File: src/rtl/demux_1to2_32bit_reg.sv
`default_nettype none
// ============================================================================
// Module   : demux_1to2_32bit_reg
// Purpose  : Registered 1-to-2 demultiplexer with valid/ready handshakes.
//            One input word is steered to port A (in_sel=0) or port B
//            (in_sel=1). Each port has a one-entry holding register that
//            keeps its word until the consumer accepts it, so the two sinks
//            can stall independently without blocking each other.
// Revision : 1.0 - initial release
// ----------------------------------------------------------------------------
// Parameters:
//   WIDTH        data width of the input and both outputs (default 32)
// Ports:
//   clk          rising-edge clock
//   rst          asynchronous active-high reset
//   in_data      word to route
//   in_sel       destination: 0 = port A, 1 = port B
//   in_valid     in_data/in_sel valid
//   in_ready     demux accepts the input this cycle
//   out_a_data   port A held word
//   out_a_valid  port A register full
//   out_a_ready  port A consumer accepts
//   out_b_data   port B held word
//   out_b_valid  port B register full
//   out_b_ready  port B consumer accepts
//   cnt_a/cnt_b  (DEMUX_COUNT_EN only) 16-bit wrapping counts of completed
//                output transfers on each port
// Build option:
//   DEMUX_COUNT_EN  define to add the cnt_a/cnt_b transfer counters
// ============================================================================
module demux_1to2_32bit_reg #(
  parameter int WIDTH = 32
) (
  input  logic             clk,
  input  logic             rst,
  input  logic [WIDTH-1:0] in_data,
  input  logic             in_sel,
  input  logic             in_valid,
  output logic             in_ready,
  output logic [WIDTH-1:0] out_a_data,
  output logic             out_a_valid,
  input  logic             out_a_ready,
  output logic [WIDTH-1:0] out_b_data,
  output logic             out_b_valid,
  input  logic             out_b_ready
`ifdef DEMUX_COUNT_EN
  ,
  output logic [15:0]      cnt_a,
  output logic [15:0]      cnt_b
`endif
);

  logic [WIDTH-1:0] r_a_data;
  logic             r_a_valid;
  logic [WIDTH-1:0] r_b_data;
  logic             r_b_valid;

  logic w_a_take;
  logic w_b_take;
  logic w_load_a;
  logic w_load_b;
  logic w_drain_a;
  logic w_drain_b;

  // A port can take a word when empty, or when full and being drained in
  // this same cycle (drain-and-refill keeps one word per cycle, no bubble).
  assign w_a_take = ~r_a_valid | out_a_ready;
  assign w_b_take = ~r_b_valid | out_b_ready;

  // Only the selected port's state matters; in_valid is deliberately not
  // part of in_ready so the handshake has no valid->ready loop.
  assign in_ready = in_sel ? w_b_take : w_a_take;

  assign w_load_a  = in_valid & in_ready & ~in_sel;
  assign w_load_b  = in_valid & in_ready &  in_sel;
  assign w_drain_a = r_a_valid & out_a_ready;
  assign w_drain_b = r_b_valid & out_b_ready;

  // Port A holding register. Data is only written on load, so the last word
  // is retained after a drain.
  always_ff @(posedge clk or posedge rst) begin
    if (rst) begin
      r_a_valid <= 1'b0;
      r_a_data  <= '0;
    end else if (w_load_a) begin
      r_a_valid <= 1'b1;
      r_a_data  <= in_data;
    end else if (w_drain_a) begin
      r_a_valid <= 1'b0;
    end
  end

  // Port B holding register.
  always_ff @(posedge clk or posedge rst) begin
    if (rst) begin
      r_b_valid <= 1'b0;
      r_b_data  <= '0;
    end else if (w_load_b) begin
      r_b_valid <= 1'b1;
      r_b_data  <= in_data;
    end else if (w_drain_b) begin
      r_b_valid <= 1'b0;
    end
  end

  assign out_a_data  = r_a_data;
  assign out_a_valid = r_a_valid;
  assign out_b_data  = r_b_data;
  assign out_b_valid = r_b_valid;

`ifdef DEMUX_COUNT_EN
  logic [15:0] r_cnt_a;
  logic [15:0] r_cnt_b;

  // Free-running transfer counters; natural 16-bit overflow gives the wrap.
  always_ff @(posedge clk or posedge rst) begin
    if (rst) begin
      r_cnt_a <= 16'h0000;
      r_cnt_b <= 16'h0000;
    end else begin
      if (w_drain_a) begin
        r_cnt_a <= r_cnt_a + 16'h0001;
      end
      if (w_drain_b) begin
        r_cnt_b <= r_cnt_b + 16'h0001;
      end
    end
  end

  assign cnt_a = r_cnt_a;
  assign cnt_b = r_cnt_b;
`endif

endmodule
`default_nettype wire

File: config.mk
export PLATFORM = sky130hd
export DESIGN_NAME = demux_1to2_32bit_reg
export DESIGN_NICKNAME = d
export VERILOG_FILES = /design/src/rtl/demux_1to2_32bit_reg.sv
export SDC_FILE = /design/constraint.sdc
export NUM_CORES = 1
export LEC_CHECK = 0
export ABC_AREA = 1
export CAP_MARGIN = 20
export CORE_ASPECT_RATIO = 0.9
export CORE_MARGIN = 1
export CORE_UTILIZATION = 41
export CTS_BUF_LIST = sky130_fd_sc_hd__clkbuf_4
export CTS_CLUSTER_SIZE = 24
export DETAILED_ROUTE_END_ITERATION = 8
export HOLD_SLACK_MARGIN = 0.08
export PLACE_DENSITY = 0.79
export SLEW_MARGIN = 20
export SYNTH_ARGS = -nofsm -noshare
export SYNTH_HDL_FRONTEND = slang
export SYNTH_SLANG_ARGS = --single-unit
File: constraint.sdc
create_clock -name clk -period 1.9 [get_ports clk]
set_clock_uncertainty 0.2 [all_clocks]
set_input_delay 0.19 -clock clk [delete_from_list [all_inputs] [get_ports clk]]
set_output_delay 0.19 -clock clk [all_outputs]
set_load 0.03 [all_outputs]
**Word level (Yosys, flattened, before mapping)**

Cells that the tools add are included.
Widths: inputs -> output; s select.

- Output and inout bits: 67
- Word-level logic and storage cells: 21
- Register bits after elaboration: 66
- Input bits: 38

- Bitwise gates (word level): 10
- Muxes and demuxes: 5
- Reduce and logical (&&, ||, !) cells: 2

Operator list:

| kind | number |
|---|---|
| $and 1x1->1 | 5 |
| $mux 1 | 5 |
| $reduce_bool 2->1 | 2 |
| $not 1->1 | 3 |
| $or 1x1->1 | 2 |

**Depth between registers and ports, before layout**

- Depth in word-level cells: 6
- Mapped depth: 6
- Mapped depth without buffers: 5

**Worst setup path after synthesis**

Ideal clock, no wire load.

- Path kind: register -> output
- Start point: register r_a_valid, in the netlist out_a_valid
- End point: output in_ready
- Required time: 1510 ps
- Path slack: 334 ps
- Cell stages (with the launch flop): 5
- Arrival time: 1176 ps
- Buffers on the path: 1
- Cells stage by stage: dfrtp_1 -> nand2_1 -> buf_2 -> nand2_1 -> nand2_1

- Word-level cells in the longest chain between the ends: 3

Ends and longest elaborated chain:

| item | RTL line | text |
|---|---|---|
| start: declaration | 54 | `logic r_a_valid;` |
| start signal: assignment | 83 | `r_a_valid <= 1'b0;` |
| start signal: assignment | 86 | `r_a_valid <= 1'b1;` |
| start signal: assignment | 89 | `r_a_valid <= 1'b0;` |
| $not 1->1 | 67 | `assign w_a_take = ~r_a_valid \| out_a_ready;` |
| $or 1x1->1 | 67 |  |
| $mux 1 | 72 | `assign in_ready = in_sel ? w_b_take : w_a_take;` |
| end: declaration | 39 | `output logic in_ready,` |

No other way between the ends.

**Worst setup path after layout**

- Start point: register r_b_data[17], in the netlist out_b_data[17]
- End point: output out_b_data[17]

RTL lines:

| item | RTL line | text |
|---|---|---|
| start: declaration | 55 | `logic [WIDTH-1:0] r_b_data;` |
| start signal: assignment | 100 | `r_b_data <= in_data;` |
| end: declaration | 43 | `output logic [WIDTH-1:0] out_b_data,` |

No word-level cell between the ends.

==> metrics <==
die boundary height=approximately 80 microns; Sum Neg Setup Slack=0 ns; TritonCTS clock tree=built; switch share=36.0%; Worst VDD drop=~0.0006 V; core area=6280 sq um; Layout area overhead=52.5%; clk_lat worst skew=0.40 ns; CP delay by family, top=buffers and inverters; Chip Width=88.1 microns; area leader, netlist=dfrtp_1; initial antenna violation count=0; Via Count=about 2600; Sw Pwr=0.00144 W; IO Pins=105; most common cell in the netlist=nand2_1; largest net degree at the start of global routing=67; final hold vios=0; number of DRC markers in iteration 0=130; final setup fails=0; Critical Path Fanout Max=2; number of CTS-inserted buffers=9; layout cells sized above 1=9.09%; register share of total power=43.8%; drt total wl=just under 8 mm; clock slew at reported path FFs=around 0.10 ns; worst slew pin tran=0.467 ns; vias per inst=5.17; syn avg cell area=9.22 sq um; initial core utilization=43.6%; Setup crit end kind=output pin; Buf/Inv on CP=1; Final Wtd Congestion=0.739; fin nets=440; number of enable flip-flop cells after synthesis=0; Worst slew margin=between 60% and 70%; antenna diode count=0; first-pass GRT wire length=about 12 mm; detailed placement HPWL=5.23 mm; grt ovf=0; Max-Cap Viols=0; crit-path max cell delay=0.70 ns; largest cells by area after synthesis=dfrtp_1 60%, nand2_1 19%, nand4_1 15%, buf_2 3.5%, buf_4 1.6%; Synth Register Bits=66; Post-Synthesis Cells=297; fraction of registers with async set/reset=between 90% and 100%; synth unique cells=9; crit path launch type=register; top_reg_cell synth=dfrtp_1; row count=27; Pins Over Slew Limit=0; H-Tree Level Count=3; fmax=541 MHz; vias in the first global route=2512; flop2flop setup slack=between 0.5 and 0.6 ns; Routed Antenna Nets=0; die area=7010 sq um; Global Route Usage Sum=between 20% and 30%; wire per inst=15.8 microns; total power=between 0.004 and 0.005 W; Non-Filler Instances=494; Residual DRC=0; Worst Hold Class=in -> reg; Final min period=1.85 ns; Setup CP Type=reg -> out; Leak Pwr=2.62 nW; syn nets=between 300 and 400; Critical Path RT=1.51 ns; post-synthesis sequential area ratio=60.3%; detailed-router iteration count before antenna repair=4; Power Density=961 nW/um^2; most instantiated cells after synthesis=135 x nand2_1, 66 x dfrtp_1, 64 x nand4_1; Critical-path top delay cell=clkdlybuf4s50_1; Logic pwr share=34.0%; Internal Power=0.00257 W; maximum root-to-sink buffer count=2; Mapped Area=2740 sq um; IO Port Bufs=104; top-area cell type share of the netlist area=60.3%; Clock Power Share=between 20% and 30%; clk sinks=between 60 and 70; yosys warns=0; CP Data Arrival Time=1.46 ns; placed cell count=476; Min Hold Slack=between 0.15 and 0.2 ns; status=completed; CTS root buffer=clkbuf_4; fin crit share=97.3%; CP Cell Sequence=clkdlybuf4s50_1; Util after Layout=66.4%
cell usage in the layout, fill, tap and decap left out:
cell type and count:
buf_4 12, clkbuf_4 10, nand4_1 64, dlygate4sd2_1 1, buf_2 1, nand2_2 1
nand2_1 134, buf_12 3, clkinvlp_4 2, dfrtp_1 66, dlymetal6s2s_1 55, inv_2 1
inv_1 2, nand3_2 2, clkdlybuf4s50_1 46, clkinv_2 4, bufinv_16 1, dlygate4sd3_1 2
tightest hold or removal path: stages:
cell	delay (ns)
clkdlybuf4s50_1	0.42
nand4_1	0.09
nand2_1	0.05
registers in the layout, indices dropped and copies added (netlist names):
signal       cells
out_a_data      32
out_b_data      32
out_a_valid      1
out_b_valid      1
power groups by stage:
stage          Clock [W]  Combinational (W)  Sequential, W
3_3_place_gp           0            0.00136        0.00178
4_1_cts         0.000922            0.00140        0.00176
2_1_floorplan          0           0.000303        0.00221
5_1_grt         0.000980            0.00145        0.00178
3_5_place_dp           0            0.00140        0.00178
6_report        0.000890            0.00136        0.00176
logic make-up after synthesis:
group,synth area share (%)
simple gates,33.9
flops,60.3
buf+inv,5.80
path summary, 6_finish.rpt:
| kind | startpoint | endpoint | depth (start not counted) |
|---|---|---|---|
| setup / recovery | out_b_data[17]$_DFFE_PP0P_ | out_b_data[17] | 1 |
| hold / removal | in_data[25] | out_a_data[25]$_DFFE_PP0P_ | 3 |
| setup reg to reg | out_a_valid$_DFFE_PP0P_ | out_a_data[0]$_DFFE_PP0P_ | 5 |
| hold reg to reg | out_a_data[20]$_DFFE_PP0P_ | out_a_data[20]$_DFFE_PP0P_ | 2 |
| max in group asynchronous | rst | out_a_data[22]$_DFFE_PP0P_ | 4 |
| min in group asynchronous | rst | out_b_data[6]$_DFFE_PP0P_ | 4 |
per-stage QoR:
| stage | setup WS, ns | instance area [sq um] |
|---|---|---|
| 3_5_place_dp | 0.143 | 3880 |
| 3_3_place_gp | 0.179 | 3880 |
| 6_report | 0.0513 | 4170 |
| 2_1_floorplan | 0.334 | 2740 |
| 4_1_cts | 0.00214 | 4030 |
| 5_1_grt | -0.0198 | 4170 |
cell type report:
class,instances,area [sq um]
multi-input cells,201,930
fillers,517,2110
inverters,4,18.8
clock buffers,10,75.1
clock inverters,6,57.6
well taps,87,109
flip-flops and latches,66,1650
repair buffers,120,1330
routing by layer:
layer	part of all wire [%]	up-vias	wire (microns)	GRT usage [%]
met3	8.2	5	643	7.96
met1	43	1212	3330	31.4
met4	0.46	0	36	5.65
met2	49	122	3800	35.9
li1	-	1214	-	-
met5	0	-	0	0
timing repair:
item / in CTS / in global routing
hold buffers: 2 / 0
buffers inserted: 0 / 0
hold endpoints to repair: 86 / 0
setup endpoints to repair: 1 / 56
pin swaps: 0 / 0
gates resized for setup: 1 / 56
Power figures use the tool's default switching activity.
